**src/rtl/lfsr_pkg.sv**
```systemverilog
// -----------------------------------------------------------------------------
// lfsr_pkg
// Shared constants, FSM state type and the LFSR step function used by the
// LFSR decryption engine (and usable by any encryption-side model).
//   SRC_BASE / DST_BASE : ciphertext / plaintext base addresses in data memory
//   MSG_LEN             : bytes per block
//   PRE_MIN             : guaranteed number of leading spaces in the plaintext
//   TAPS                : the nine legal feedback tap masks, index 0..8
// -----------------------------------------------------------------------------
package lfsr_pkg;

   localparam logic [7:0] SRC_BASE = 8'd64;
   localparam logic [7:0] DST_BASE = 8'd0;
   localparam int         MSG_LEN  = 64;
   localparam int         PRE_MIN  = 10;
   localparam int         NUM_PTRN = 9;
   localparam logic [7:0] SPACE    = 8'h20;

   localparam logic [6:0] TAPS [NUM_PTRN] = '{
      7'h60, 7'h48, 7'h78, 7'h72, 7'h6A, 7'h69, 7'h5C, 7'h7E, 7'h7B
   };

   typedef enum logic [2:0] {
      IDLE, LOAD, SEED, SEARCH, DECRYPT, PAD, DONE
   } state_t;

   // Shift left, feedback bit is the parity of the tapped state bits.
   function automatic logic [6:0] lfsr_step(input logic [6:0] s, input logic [6:0] taps);
      return {s[5:0], ^(s & taps)};
   endfunction

endpackage

```
**src/rtl/lfsr_core.sv**
```systemverilog
// -----------------------------------------------------------------------------
// lfsr_core
// 7-bit LFSR state register. Load has priority over step. The next state is
// also exposed combinationally so the caller can compare against it before
// committing the step.
//   clk, srst   : clock, synchronous active-high reset
//   load        : state <= load_val
//   load_val    : value to load
//   step        : state <= state_next
//   tap_sel     : tap pattern index 0..8
//   state       : current LFSR state
//   state_next  : state after one step with the selected taps
// -----------------------------------------------------------------------------
module lfsr_core
   import lfsr_pkg::*;
(
   input  logic       clk,
   input  logic       srst,
   input  logic       load,
   input  logic [6:0] load_val,
   input  logic       step,
   input  logic [3:0] tap_sel,
   output logic [6:0] state,
   output logic [6:0] state_next
);

   logic [6:0] state_q;
   logic [6:0] state_d;

   assign state_next = lfsr_step(state_q, TAPS[tap_sel]);
   assign state      = state_q;

   always_comb begin
      state_d = state_q;
      if (load) begin
         state_d = load_val;
      end else if (step) begin
         state_d = state_next;
      end
   end

   always_ff @(posedge clk) begin
      if (srst) begin
         state_q <= '0;
      end else begin
         state_q <= state_d;
      end
   end

endmodule

```
**src/rtl/lfsr_decrypt.sv**
```systemverilog
// -----------------------------------------------------------------------------
// lfsr_decrypt
// Recovers the LFSR seed and tap pattern of an encrypted 64-byte block from
// its space preamble, decrypts it, drops leading spaces and writes the
// plaintext (space padded) back to data memory.
//   Clk, Reset           : clock, synchronous active-high reset
//   Start / Ack          : launch on first low cycle after high; Ack held in DONE
//   MemAddr/MemRdEn/...  : single data-memory port, read data one cycle later
//   PtrnIdx, LfsrInit    : recovered tap index and seed
//   NoMatch              : no tap pattern fits the preamble
//   ParityErrs           : saturating count of bytes with a bad parity bit
// The memory strobes are decoded from registered state in the same cycle so a
// byte can be read and conditionally written in two cycles; they are forced
// low while Reset is high so an aborted run cannot commit a write.
// -----------------------------------------------------------------------------
module lfsr_decrypt
   import lfsr_pkg::*;
(
   input  logic       Clk,
   input  logic       Reset,
   input  logic       Start,
   output logic       Ack,
   output logic [7:0] MemAddr,
   output logic       MemRdEn,
   input  logic [7:0] MemRdData,
   output logic       MemWrEn,
   output logic [7:0] MemWrData,
   output logic [3:0] PtrnIdx,
   output logic [6:0] LfsrInit,
   output logic       NoMatch,
   output logic [6:0] ParityErrs
);

   localparam logic [3:0] LOAD_LAST  = 4'(PRE_MIN);
   localparam logic [3:0] CHECK_LAST = 4'(PRE_MIN - 1);
   localparam logic [3:0] PTRN_LAST  = 4'(NUM_PTRN - 1);
   localparam logic [5:0] BYTE_LAST  = 6'(MSG_LEN - 1);
   localparam logic [6:0] DST_LAST   = 7'(MSG_LEN - 1);
   localparam logic [6:0] DST_FULL   = 7'(MSG_LEN);

   state_t     state_q, state_d;
   logic       arm_q, arm_d;
   logic       ack_q, ack_d;
   logic [3:0] ptrn_q, ptrn_d;
   logic [6:0] init_q, init_d;
   logic       nomatch_q, nomatch_d;
   logic [6:0] perr_q, perr_d;
   logic [3:0] cnt_q, cnt_d;        // LOAD cycle / SEARCH step index
   logic [3:0] p_q, p_d;            // pattern under test
   logic [5:0] byte_q, byte_d;      // ciphertext byte index
   logic       phase_q, phase_d;    // 0: read, 1: write
   logic [6:0] dst_q, dst_d;        // plaintext bytes written so far
   logic       lead_q, lead_d;      // still inside the leading spaces
   logic [6:0] buf_q [PRE_MIN];
   logic [6:0] buf_d [PRE_MIN];

   logic       core_load;
   logic       core_step;
   logic [6:0] core_state;
   logic [6:0] core_next;
   logic [6:0] seed;
   logic [7:0] plain;
   logic       skip;
   logic       mem_rd, mem_wr;
   logic [7:0] mem_addr, mem_wdata;

   // Preamble byte 0 is a space, so its ciphertext is the seed XOR 0x20.
   assign seed  = buf_q[0] ^ SPACE[6:0];
   assign plain = {1'b0, MemRdData[6:0] ^ core_state};
   assign skip  = lead_q && (plain == SPACE);

   lfsr_core u_core (
      .clk        (Clk),
      .srst       (Reset),
      .load       (core_load),
      .load_val   (seed),
      .step       (core_step),
      .tap_sel    (p_q),
      .state      (core_state),
      .state_next (core_next)
   );

   always_comb begin
      state_d   = state_q;
      arm_d     = arm_q;
      ack_d     = ack_q;
      ptrn_d    = ptrn_q;
      init_d    = init_q;
      nomatch_d = nomatch_q;
      perr_d    = perr_q;
      cnt_d     = cnt_q;
      p_d       = p_q;
      byte_d    = byte_q;
      phase_d   = phase_q;
      dst_d     = dst_q;
      lead_d    = lead_q;
      buf_d     = buf_q;
      core_load = 1'b0;
      core_step = 1'b0;
      mem_rd    = 1'b0;
      mem_wr    = 1'b0;
      mem_addr  = '0;
      mem_wdata = '0;

      unique case (state_q)
         IDLE: begin
            if (Start) begin
               arm_d = 1'b1;
            end else if (arm_q) begin
               arm_d     = 1'b0;
               ack_d     = 1'b0;
               ptrn_d    = '0;
               init_d    = '0;
               nomatch_d = 1'b0;
               perr_d    = '0;
               cnt_d     = '0;
               state_d   = LOAD;
            end
         end

         LOAD: begin
            // Read issued in cycle n lands in cycle n+1, hence the offset capture.
            if (cnt_q < LOAD_LAST) begin
               mem_rd   = 1'b1;
               mem_addr = SRC_BASE + {4'd0, cnt_q};
            end
            if (cnt_q != 4'd0) begin
               buf_d[cnt_q - 4'd1] = MemRdData[6:0];
            end
            cnt_d = cnt_q + 4'd1;
            if (cnt_q == LOAD_LAST) begin
               state_d = SEED;
            end
         end

         SEED: begin
            if (seed == 7'd0) begin
               nomatch_d = 1'b1;
               ack_d     = 1'b1;
               state_d   = DONE;
            end else begin
               init_d    = seed;
               p_d       = '0;
               cnt_d     = 4'd1;
               core_load = 1'b1;
               state_d   = SEARCH;
            end
         end

         SEARCH: begin
            if ((buf_q[cnt_q] ^ core_next) != SPACE[6:0]) begin
               if (p_q == PTRN_LAST) begin
                  nomatch_d = 1'b1;
                  ack_d     = 1'b1;
                  state_d   = DONE;
               end else begin
                  p_d       = p_q + 4'd1;
                  cnt_d     = 4'd1;
                  core_load = 1'b1;
               end
            end else if (cnt_q == CHECK_LAST) begin
               ptrn_d    = p_q;
               core_load = 1'b1;
               byte_d    = '0;
               phase_d   = 1'b0;
               dst_d     = '0;
               lead_d    = 1'b1;
               state_d   = DECRYPT;
            end else begin
               core_step = 1'b1;
               cnt_d     = cnt_q + 4'd1;
            end
         end

         DECRYPT: begin
            if (!phase_q) begin
               mem_rd   = 1'b1;
               mem_addr = SRC_BASE + {2'd0, byte_q};
               phase_d  = 1'b1;
            end else begin
               phase_d   = 1'b0;
               core_step = 1'b1;
               byte_d    = byte_q + 6'd1;
               if ((MemRdData[7] != (^MemRdData[6:0])) && (perr_q != 7'h7F)) begin
                  perr_d = perr_q + 7'd1;
               end
               if (!skip) begin
                  mem_wr    = 1'b1;
                  mem_addr  = DST_BASE + {1'b0, dst_q};
                  mem_wdata = plain;
                  dst_d     = dst_q + 7'd1;
                  lead_d    = 1'b0;
               end
               if (byte_q == BYTE_LAST) begin
                  if (dst_d == DST_FULL) begin
                     ack_d   = 1'b1;
                     state_d = DONE;
                  end else begin
                     state_d = PAD;
                  end
               end
            end
         end

         PAD: begin
            mem_wr    = 1'b1;
            mem_addr  = DST_BASE + {1'b0, dst_q};
            mem_wdata = SPACE;
            dst_d     = dst_q + 7'd1;
            if (dst_q == DST_LAST) begin
               ack_d   = 1'b1;
               state_d = DONE;
            end
         end

         DONE: begin
            if (Start) begin
               arm_d   = 1'b1;
               ack_d   = 1'b0;
               state_d = IDLE;
            end
         end

         default: state_d = IDLE;
      endcase
   end

   always_ff @(posedge Clk) begin
      if (Reset) begin
         state_q   <= IDLE;
         arm_q     <= 1'b0;
         ack_q     <= 1'b0;
         ptrn_q    <= '0;
         init_q    <= '0;
         nomatch_q <= 1'b0;
         perr_q    <= '0;
         cnt_q     <= '0;
         p_q       <= '0;
         byte_q    <= '0;
         phase_q   <= 1'b0;
         dst_q     <= '0;
         lead_q    <= 1'b0;
         buf_q     <= '{default: '0};
      end else begin
         state_q   <= state_d;
         arm_q     <= arm_d;
         ack_q     <= ack_d;
         ptrn_q    <= ptrn_d;
         init_q    <= init_d;
         nomatch_q <= nomatch_d;
         perr_q    <= perr_d;
         cnt_q     <= cnt_d;
         p_q       <= p_d;
         byte_q    <= byte_d;
         phase_q   <= phase_d;
         dst_q     <= dst_d;
         lead_q    <= lead_d;
         buf_q     <= buf_d;
      end
   end

   assign Ack        = ack_q;
   assign PtrnIdx    = ptrn_q;
   assign LfsrInit   = init_q;
   assign NoMatch    = nomatch_q;
   assign ParityErrs = perr_q;
   assign MemRdEn    = mem_rd & ~Reset;
   assign MemWrEn    = mem_wr & ~Reset;
   assign MemAddr    = Reset ? 8'd0 : mem_addr;
   assign MemWrData  = Reset ? 8'd0 : mem_wdata;

endmodule

```
**config.mk**
```make
export PLATFORM = sky130hd
export DESIGN_NAME = lfsr_decrypt
export DESIGN_NICKNAME = d
export VERILOG_FILES = /design/src/rtl/lfsr_pkg.sv /design/src/rtl/lfsr_core.sv /design/src/rtl/lfsr_decrypt.sv
export SDC_FILE = /design/constraint.sdc
export NUM_CORES = 1
export LEC_CHECK = 0
export ABC_AREA = 1
export CAP_MARGIN = 20
export CORE_ASPECT_RATIO = 0.7
export CORE_MARGIN = 2
export CORE_UTILIZATION = 50
export DETAILED_ROUTE_END_ITERATION = 8
export PLACE_DENSITY = 0.7
export SLEW_MARGIN = 20
export SYNTH_ARGS = -nofsm -noshare
export SYNTH_HDL_FRONTEND = slang
export SYNTH_SLANG_ARGS = --single-unit
export TNS_END_PERCENT = 20
```
**constraint.sdc**
```tcl
create_clock -name Clk -period 2.9 [get_ports Clk]
set_clock_uncertainty 0.2 [all_clocks]
set_input_delay 0.29 -clock Clk [delete_from_list [all_inputs] [get_ports Clk]]
set_output_delay 0.29 -clock Clk [all_outputs]
set_load 0.005 [all_outputs]
```
# Yosys cells after proc, flatten, opt, wreduce, memory -nomap -nowiden
# Memories as Yosys holds them, arrays and structs flattened.
# Index checks and enable logic that the tools add are counted.
[classes]
n_eq_ne = 37
muxes = 102
add_sub_neg = 8
n_lt_le_gt_ge = 5
reduce_logical = 33
n_bitwise = 10
[ops]
columns = ["operator", "n"]
rows = [
  ["7-bit two-way mux", 21],
  ["70-bit bitwise mux", 1],
  ["4-bit two-way mux", 11],
  ["7-bit case mux with 2 select lines", 3],
  ["2-bit inequality test (second input constant)", 17],
  ["3-bit two-way mux", 11],
  ["8-bit two-way mux", 4],
  ["1-bit two-way mux", 29],
  ["7-bit binary-select mux with 4-bit select", 1],
  ["7-bit demux with 4-bit select", 1],
  ["8-bit case mux with 3 select lines", 1],
  ["3-bit case mux with 7 select lines", 1],
  ["7-bit case mux with 3 select lines", 1],
  ["6-bit two-way mux", 3],
  ["4-bit case mux with 2 select lines", 2],
  ["4-bit case mux with 4 select lines", 1],
  ["4-bit AND reduction", 4],
  ["5-bit greater-or-equal comparator (second input constant)", 3],
  ["4-bit NOT with 5-bit output", 3],
  ["5-bit AND reduction", 3],
  ["7-bit by 1-bit adder with 7-bit output (second input constant)", 2],
  ["7-bit by 6-bit == test with 1-bit output (second input constant)", 2],
  ["1-bit case mux with 2 select lines", 7],
  ["2-bit nonzero test", 7],
  ["other kinds (37)", 56],
]
[word_totals]
reg_bits = 124
word_cells = 220
n_memories = 1
input_bits = 11
mem_bits_ro = 112
[memory_table]
columns = ["name", "words", "width", "rd", "rd_ports_with_merged_regs", "write_ports", "line", "rtl"]
rows = [
  ["(name not given)", 16, 7, 1, 0, 0, "lfsr_core.sv:30", "assign state_next = lfsr_step(state_q, TAPS[tap_sel]);"],
]

# Depth between registers and ports, before layout
[logic_depth]
ltp_word = 12
depth_mapped = 20
depth_no_buf = 20

# By module
# Synthesis repeated with hierarchy kept, for this count alone.
[hier_totals]
cells_unflattened = 1154
hier_area_um2 = 7294.5
[modules_own_cells]
columns = ["mod", "n_inst", "area_per_inst_um2", "cells_each", "seq_area_each_um2"]
rows = [
  ["lfsr_decrypt", 1, 6663.9, 1051, 2342.2],
  ["lfsr_core", 1, 630.6, 103, 140.1],
]

# Least setup slack after synthesis
# OpenSTA, ideal clock, no wires.
[synth_path]
kind = "reg-to-reg"
startpoint = "register p_q[1]"
endpoint = "register u_core.state_q[3] (netlist: u_core.state[3])"
setup_slack_ps = 392
path_buffers = 1
arrival_ps = 2196
required_time_ps = 2589
stages_incl_launch_ff = 20
path_cell_list = "dfxtp_1 > inv_1 > ha_1 > inv_1 > nand2_1 > nand3_1 > nand3_1 > nand2_1 > nand2_1 > nand3_1 > nand3_1 > nand2_2 > nand3_4 > nand2_2 > nand3_4 > buf_6 > nand3_1 > nand2_1 > nor2_1 > nor2_1"
[synth_via]
elab_chain_cells = 11
[synth_lines]
columns = ["item", "line", "rtl"]
rows = [
  ["start, declared", "lfsr_decrypt.sv:49", "logic [3:0] p_q, p_d;"],
  ["start signal, assigned", "lfsr_decrypt.sv:253", "p_q <= p_d;"],
  ["4-bit NOT with 5-bit output (not written as such)", "lfsr_core.sv:30", ""],
  ["memory 16 x 7 bit", "n/a", ""],
  ["7-bit two-way mux (not written as such) (2 in series)", "lfsr_core.sv:30", ""],
  ["7-bit bitwise AND", "lfsr_pkg.sv:29", "return {s[5:0], ^(s & taps)};"],
  ["7-bit XOR reduction", "lfsr_pkg.sv:29", ""],
  ["7-bit XOR", "lfsr_decrypt.sv:151", "if ((buf_q[cnt_q] ^ core_next) != SPACE[6:0]) begin"],
  ["7-bit by 6-bit inequality test with 1-bit output", "lfsr_decrypt.sv:151", ""],
  ["1-bit two-way mux", "lfsr_decrypt.sv:151", ""],
  ["1-bit case mux with 2 select lines", "lfsr_decrypt.sv:105", "unique case (state_q)"],
  ["7-bit two-way mux or 2-bit nonzero test (tied branches)", "n/a", ""],
  ["end signal, assigned", "lfsr_core.sv:46", "state_q <= state_d;"],
  ["end, declared", "lfsr_core.sv:27", "logic [6:0] state_q;"],
]
# Parallel ways exist; a longest one is shown, timed or not. The select of a mux whose other input is x is not followed.
# A chain may end at the register's enable or synchronous reset.

# Final worst setup path
[layout_path]
startpoint = "register u_core.state_q[2] (netlist: u_core.state[2])"
endpoint = "output MemAddr[6]"
[layout_via]
elab_chain_cells = 7
[layout_lines]
columns = ["item", "line", "rtl"]
rows = [
  ["7-bit XOR", "lfsr_decrypt.sv:69", "assign plain = {1'b0, MemRdData[6:0] ^ core_state};"],
  ["7-bit by 6-bit == test with 1-bit output", "lfsr_decrypt.sv:70", "assign skip = lead_q && (plain == SPACE);"],
  ["1-bit logical AND", "lfsr_decrypt.sv:70", ""],
  ["7-bit two-way mux", "lfsr_decrypt.sv:187", "if (!skip) begin"],
  ["8-bit two-way mux", "lfsr_decrypt.sv:176", "if (!phase_q) begin"],
  ["8-bit case mux with 3 select lines", "lfsr_decrypt.sv:105", ""],
  ["8-bit two-way mux", "lfsr_decrypt.sv:269", "assign MemAddr = Reset ? 8'd0 : mem_addr;"],
  ["end, declared", "lfsr_decrypt.sv:23", "output logic [7:0] MemAddr,"],
]
# No other way between the ends.

==> run metrics <==
simple-gate share of the synthesized area=33.2%; CP Class=reg2out; Total Power=a little over 7 mW; post-route insts no fill=around 1400; Post-synth EDFFs=0; layout cells sized above 1=a little over an eighth; DR DRC count=0; full die area=~15000 sq um; status=finished, final reports clean; mux share of post-synthesis cell area=0%; Clock Latency Late Sink=approximately 0.43 ns; Final Util=between 60% and 70%; I/O Pins=49; cell count of the worst reg-to-reg path=20; worst setup path start=u_core.state[2]$_SDFFE_PP0P_; Worst Hold Launch=buf_q[0]$_SDFFE_PP0P_; Core Box Area=13900 sq um; Cells after DPL=about 1300; Max VDD drop=between 0.4 and 0.5 mV; RSZ-0062 raised after global routing=yes; nets@finish=1206; Async SR Flop Fraction=0%; worst path arrival time=about 2.3 ns; Initial Util=about half; max-cap violations=0; Yosys top cell by area=dfxtp_1; aggregate negative setup slack=0 ns; Final setup viols=0; register area=roughly 2500 sq um; PwrDens=795 nW/um^2; vias per inst=between 5 and 6; final hold vios=0; CTS clk-pin slew, worst paths=0.06 ns; worst hold path class=reg2reg; Synth Area in XOR/XNOR=under 10%; GPL Wtd Cong=a little under 1; # rows=36; GRT overflow=0; Peak Freq=~0.35 GHz; DR WL/cell=between 15 and 20 um; YS warnings=0; worst r2r src=p_q[0]$_SDFFE_PP0P_; port bufs=46; number of global-route vias before repair=approximately 6400; Tot GR Track Use=about 28%; Synth Area in Compound Gates=15.7%; CP Launch Type=flip-flop; Setup WS pre-CTS=-0.0947 ns; top-count cell post-synth=nand2_1; first-pass GRT wire length=34.4 mm; hold_buf cts=0; Routed Antenna Nets=0; mean post-synth cell area=around 6.5 sq um; final wirelength=between 20 and 25 mm; adder-cell area share of the yosys netlist=2.46%; top cells by area, synth=dfxtp_1 35%, nand2_1 12%, nor2_1 9.4%; Iteration-0 DRC Markers=approximately 740; Inserted Clock Buffers=17; CTS H-Tree Depth=4; # diodes=0; register area share after synthesis=between 30% and 40%; Seq cells post-synth=124; Pleak=3.76 nW; largest net degree at the start of global routing=92; hold depth=2; die extent in x=between 100 and 150 um; fin crit share=between 90% and 100%; share of the synthesized area in the top cell type=a little over a third; Worst Path Required=approximately 2.4 ns; synth-to-layout area growth=24.8%; clock root buffer=clkbuf_16; dpl hpwl=between 15 and 20 mm; post-route setup slack=approximately 0.074 ns; CTS max path bufs=2; largest family of logic cells by synthesized area=simple AND/OR/NAND/NOR gates; Max Slew Vio Count=0; DRT Pass-1 Iters=6; largest fanout on the critical path=8; CTS tree=yes; Commonest cells post-synth=230 x nand2_1, 179 x nor2_1, 124 x dfxtp_1; post-synth cell types=44; Vias=between 7000 and 8000; Mapped Area=7110 sq um; die height=between 100 and 150 um; post-layout minimum cycle time=around 2.8 ns; Primary FF master, synth=dfxtp_1; initial antenna violation count=0; Gate Count Post-Synth=approximately 1100; clock sink total=about 120; Crit. End Element=output pin; multi-input combinational cell area=a little over 4000 sq um; FILL cells=~1200
[cells by family after synthesis]
kind of cell	after synthesis
simple gates	546
compound gates	210
buf+inv	178
flops	124
xor+xnor	26
fa+ha+maj	14
other cells	1
[worst max-delay path, stage by stage, from the launching register on]
cell,delay (ns)
dfxtp_4,0.37
xor2_1,0.18
nor4b_4,0.32
nand2_2,0.14
buf_4,0.18
o2111ai_1,0.18
a21oi_1,0.08
clkdlybuf4s50_1,0.45
[cells in the final DEF (no fill, tap or decap), drive strengths merged, types with 5 or more instances in the layout]
| cell | netlist | layout |
|---|---|---|
| clkinv | 2 | 5 |
| o21ai | 105 | 105 |
| buf | 20 | 60 |
| nand4 | 16 | 16 |
| xnor2 | 10 | 10 |
| clkdlybuf4s50 | 0 | 43 |
| ha | 14 | 14 |
| nor2 | 185 | 185 |
| dfxtp | 124 | 124 |
| nand2 | 236 | 236 |
| xor2 | 16 | 16 |
| nand3 | 87 | 88 |
| clkbuf | 26 | 18 |
| o22ai | 10 | 10 |
| inv | 130 | 140 |
| nor3 | 13 | 13 |
| a21oi | 77 | 77 |
[metal layers]
layer / vias up / wire length (um) / track usage [%]
li1: 3717 / - / -
met4: 0 / 208 / 5.41
met2: 343 / 9180 / 39.9
met1: 3446 / 10500 / 44.1
met5: - / 0 / 0
met3: 23 / 2070 / 6.43
[power by group]
| part | switching [mW] | total (mW) | internal, mW |
|---|---|---|---|
| sequential | 0.225 | 2.11 | 1.89 |
| combinational | 1.77 | 2.82 | 1.04 |
| clock | 0.919 | 2.13 | 1.21 |
| total | 2.92 | 7.06 | 4.14 |
[final timing paths]
path	end	slack, ns
setup / recovery	MemAddr[6]	0.07
hold reg to reg	buf_q[0]$_SDFFE_PP0P_	0.24
setup reg to reg	u_core.state[4]$_SDFFE_PP0P_	0.16
hold / removal	buf_q[0]$_SDFFE_PP0P_	0.24
[per-stage QoR]
step                      instance area (sq um)  hold slack [ns]
after floorplan                            7120            0.224
after global placement                     8000            0.236
after detailed placement                   8000            0.237
after CTS                                  8610            0.245
after global routing                       8880            0.263
final                                      8880            0.244
[layout make-up]
cell class                 count  area share [%]
clock buffer                  17            4.79
clock inverter                15            1.72
inverter                     132            5.64
multi-input combinational    799            46.0
sequential                   124            28.2
tap                          190            2.68
timing repair buffer         107            11.0
[flip-flops by register name, indices dropped and copies added (netlist names)]
register and flops:
arm_q 1, cnt_q 4, Ack 1, p_q 4, LfsrInit 7, PtrnIdx 4
ParityErrs 7, lead_q 1, state_q 3, NoMatch 1, u_core.state 7, byte_q 6
dst_q 7, buf_q 70, phase_q 1
[repair_timing]
item                                    in CTS  in global routing
endpoints found under the setup margin      15                 54
pin swaps                                    0                 14
cloned                                       0                  2
resized for setup                           11                 44
buffers inserted                             0                  7
(Power assumes the default switching activity.)
==> RTL change 1 (config.mk and constraints unchanged) <==
Change the package constant `PRE_MIN` from 10 to 5.
--- a/src/rtl/lfsr_pkg.sv
+++ b/src/rtl/lfsr_pkg.sv
@@ -13,5 +13,5 @@
    localparam logic [7:0] DST_BASE = 8'd0;
    localparam int         MSG_LEN  = 64;
-   localparam int         PRE_MIN  = 10;
+   localparam int         PRE_MIN  = 5;
    localparam int         NUM_PTRN = 9;
    localparam logic [7:0] SPACE    = 8'h20;
Behaviour: not the same (Yosys sat finds a counterexample within 10 cycles, from zero or initial values and one cycle with Reset high).
==> RTL change 1 against the original RTL <==
Worst setup slack worse by 9.3 ps. Worst hold slack better by 14 ps. Clock power is 43% lower. Sequential power is 23% lower. Wire length is 21% lower. Area after synthesis is 24% lower. Final area is 23% lower. Sequential cell count is 35 lower. Count of clock-buffer cells in the layout is 8 lower. Power is 24% lower. Largest power group unchanged.
==> RTL change 1: results (changes against the original RTL) <==
# clk buffers = 9 (-8)
Leakage = 3.18 nW (-15%)
Compound-cell area share of the yosys netlist = 13.3% (-2.4 points)
Hold path endpoint = ParityErrs[4]
ClkCell Share = 4.38% (-2.1 points)
Combinational power share = 46.8% (+6.9 points)
WL met1 = 8.07 mm (-23%)
Via Count = 6,025 (-20%)
Status = completed
Inverter count = 102 (-23%)
Largest register FFs = 35 (-50%)
CTS H-Tree Depth = 3 (-1)
Via-per-instance ratio = 5.50 (+1.1%)
Clock power share = 22.7% (-7.5 points)
Worst slack, placed = -164 ps (-68.9 ps)
GR Util met1 = 44.7% (+0.61 points)
Internal power = 3.02 mW (-27%)
Synth unique cells = 40 (-9.1%)
Post-synth top cells = 211 x nand2_1, 156 x nor2_1, 94 x inv_1
R2R Path End = u_core.state[1]
Latest clock arrival within the worst-skew pair = 350 ps (-80 ps)
GR Util met2 = 42.2% (+2.3 points)
Multi-input combinational area share = 47.7% (+1.8 points)
Syn Area/Cell = 6.23 sq um (-3.8%)
Non-clock buffer share of cell area = 13.7% (+2.6 points)
Largest net degree at the start of global routing = 62 (-33%)
Final WL = 17.4 mm (-21%)
Gr usage total = 30.1% (+1.7 points)
First-pass GRT wire length = 28.0 mm (-19%)
GP Congestion = 0.973 (about the same)
Xor and xnor area share after synthesis = 4.05% (+0.85 points)
Sequential Area = 1790 sq um (-28%)
Crit Path Max Fanout = 5 (-3)
Detail Route met3 WL = 2.09 mm (+1.1%)
WHS = 257 ps (+13.6 ps)
Signal buffers = 106 (-0.93%)
Min-delay src = ParityErrs[4]
Tot Pwr = 5.34 mW (-24%)
DR WL met2 = 7.03 mm (-23%)
Die Area = 11,700 sq um (-23%)
Adder-Cell Fraction of Synth Area = 2.54% (+0.082 points)
Post-DP HPWL = 12.8 mm (-17%)
Worst setup startpoint = u_core.state[6]
FF+latch count, synth = 89 (-28%)
Post-synthesis sequential area ratio = 32.9% (-2.0 points)
-- RTL change 1: worst max-delay path by stage --
stage | depth (start not counted) | end | slack (ps)
6_report | 9 | MemAddr[0] | 60
5_1_grt | 9 | MemAddr[0] | -110
4_1_cts | 9 | MemAddr[0] | 3
3_5_place_dp | 12 | MemAddr[2] | -160
3_3_place_gp | 12 | MemAddr[2] | -130
2_1_floorplan | 19 | u_core.state[3] | 380
-- RTL change 1: logic make-up after synthesis --
group                    Yosys count
flip-flops                        89
adder cells (fa/ha/maj)           11
XOR/XNOR                          25
buffers and inverters            131
AO/OA/AOI/OAI                    129
AND/OR/NAND/NOR                  483
other                              1
-- RTL change 1: timing repair --
action	4_1_cts	5_1_grt
setup buffers	0	4
endpoints found under the hold margin	0	0
gates resized for setup	12	45
setup endpoints to repair	8	51
pin swaps	3	10
-- RTL change 1: worst max-delay path: cells and delay by family, from the launching register on --
kind	cells	cell delay (ps)
compound gates	2	280
xor+xnor	1	220
fa+ha+maj	1	190
buf+inv	2	620
flops	1	360
simple gates	3	350
==> RTL change 2 (same settings) <==
Without the edit above. Take the reset off `p_q` and `byte_q` and load them in a clocked block of their own.
--- a/src/rtl/lfsr_decrypt.sv
+++ b/src/rtl/lfsr_decrypt.sv
@@ -236,6 +236,4 @@
          perr_q    <= '0;
          cnt_q     <= '0;
-         p_q       <= '0;
-         byte_q    <= '0;
          phase_q   <= 1'b0;
          dst_q     <= '0;
@@ -251,6 +249,4 @@
          perr_q    <= perr_d;
          cnt_q     <= cnt_d;
-         p_q       <= p_d;
-         byte_q    <= byte_d;
          phase_q   <= phase_d;
          dst_q     <= dst_d;
@@ -258,4 +254,9 @@
          buf_q     <= buf_d;
       end
+   end
+
+   always_ff @(posedge Clk) begin
+      p_q    <= p_d;
+      byte_q <= byte_d;
    end
 
Formal check against the unedited RTL: same outputs for any inputs over 10 cycles, from zero or initial values and one cycle with Reset high; that may be too few to reach the edited logic, so the function may still have changed.
==> RTL change 2 against the original RTL <==
The flow now finishes with violations (negative setup slack). Final cell count increased by 0.22%. Maximum frequency down 4.1%. Wire length shrank 5.4%. Worst setup slack got worse by 120 ps. Sequential share of layout area increased by 1.1 points. Power is 11% lower. Sequential cell count unchanged. Global-route usage is 0.98 points lower. Area after synthesis up 0.30%. Final area fell by 0.48%. Clock power down 3%. Die area is 0.29% higher. Largest power group unchanged.
==> RTL change 2: results (changes against the original RTL) <==
Worst endpoint data arrival time = 2460 ps (+120 ps)
Multi-input comb cells = 809 (+1.3%)
Worst reg2reg startpoint = p_q[0]
Adder-Cell Fraction of Synth Area = 2.45% (-0.0073 points)
Placed insts = 1,350 (+0.52%)
R2R depth = 19 (-5.0%)
Post-CTS sizing = 10 (-1)
Synth unique cells = 47 (+6.8%)
Ranking of synthesized cells by area = dfxtp_1 32%, nand2_1 13%, nor2_1 11%
Crit Path Max Fanout = 5 (-3)
GR Util met2 = 36.8% (-3.1 points)
Placed Area = 8040 sq um (+0.48%)
Area grow syn2layout = 23.8%
Inverter count = 125 (-5.3%)
Final setup fails = 1 (+1)
Via Count = 7,307 (-2.9%)
Xor and xnor area share after synthesis = 2.81% (-0.40 points)
ClkCell Share = 6.49% (-0.025 points)
Nets = 1,209 (+0.25%)
Min-delay src = NoMatch
Via-per-instance ratio = 5.27 (-3.2%)
Seq power = 1.98 mW (-6%)
R2R Path End = byte_q[2]
Ratio of cells with drive above 1 in the final layout = 13.4% (-0.20 points)
DR WL met2 = 8.21 mm (-11%)
Leakage = 3.95 nW (+5.1%)
NetSw = 2.32 mW (-21%)
Non-clock buffer share of cell area = 11.0% (-0.018 points)
Iter 0 DRT Violations = 658 (-11%)
Post-synthesis sequential area ratio = 36.2% (+1.3 points)
Worst slack, placed = -229 ps (-134 ps)
Postcts setup bufs = 1 (+1)
GP Congestion = 0.919 (-5.6%)
Post-route setup slack = -45.2 ps (-119 ps)
Compound-cell area share of the yosys netlist = 15.8% (+0.076 points)
Met3 GRT Util = 6.05% (-0.38 points)
Syn Inst Count = 1,101 (+0.18%)
Failing checks = negative setup slack
Routed len/inst = 15.0 microns (-5.6%)
Post-DP HPWL = 14.8 mm (-3.6%)
TNS Setup = -45.2 ps (-45.2 ps)
Gr usage total = 27.4% (-0.98 points)
WL met1 = 10.4 mm (-0.41%)
Peak supply drop = 508 uV (+19%)
Detail Route met3 WL = 1.91 mm (-7.7%)
GR Util met1 = 43.7% (-0.34 points)
Status = finished, violations left
Sequential power share = 31.5% (+1.6 points)
Sequential Area = 2590 sq um (+3.6%)
Post-synth top cells = 251 x nand2_1, 203 x nor2_1, 116 x inv_1
Combinational power = 2.25 mW (-20%)
RTL change 2: cell count changes after synthesis, sizes merged, moves of 4 or more:
cell	unedited run	this run
o21ai	105	121
edfxtp	0	10
nand3	87	57
a21oi	77	65
xor2	16	12
nor2	185	211
inv	130	122
nor3	13	9
nand2	236	258
dfxtp	124	114
RTL change 2: worst max-delay path by stage:
stage                            start         end  slack [ps]  cells past startpoint
after floorplan                 p_q[0]   byte_q[0]         130                     17
after global placement    MemRdData[5]  MemAddr[2]        -150                     12
after detailed placement  MemRdData[5]  MemAddr[2]        -230                     12
after CTS                 MemRdData[5]  MemAddr[0]        -110                     10
after global routing      MemRdData[5]  MemAddr[2]        -190                     12
final                     MemRdData[5]  MemAddr[2]         -50                     12
RTL change 2: critical path: stages:
cell and delay (ps):
clkdlybuf4s50_1 500, xor2_1 200, nand2_1 90, nor3_2 130, nand2_2 130, inv_2 100
nor2_1 40, nor2_1 150, inv_2 90, a221oi_2 220, nor2_1 60, clkdlybuf4s50_1 440
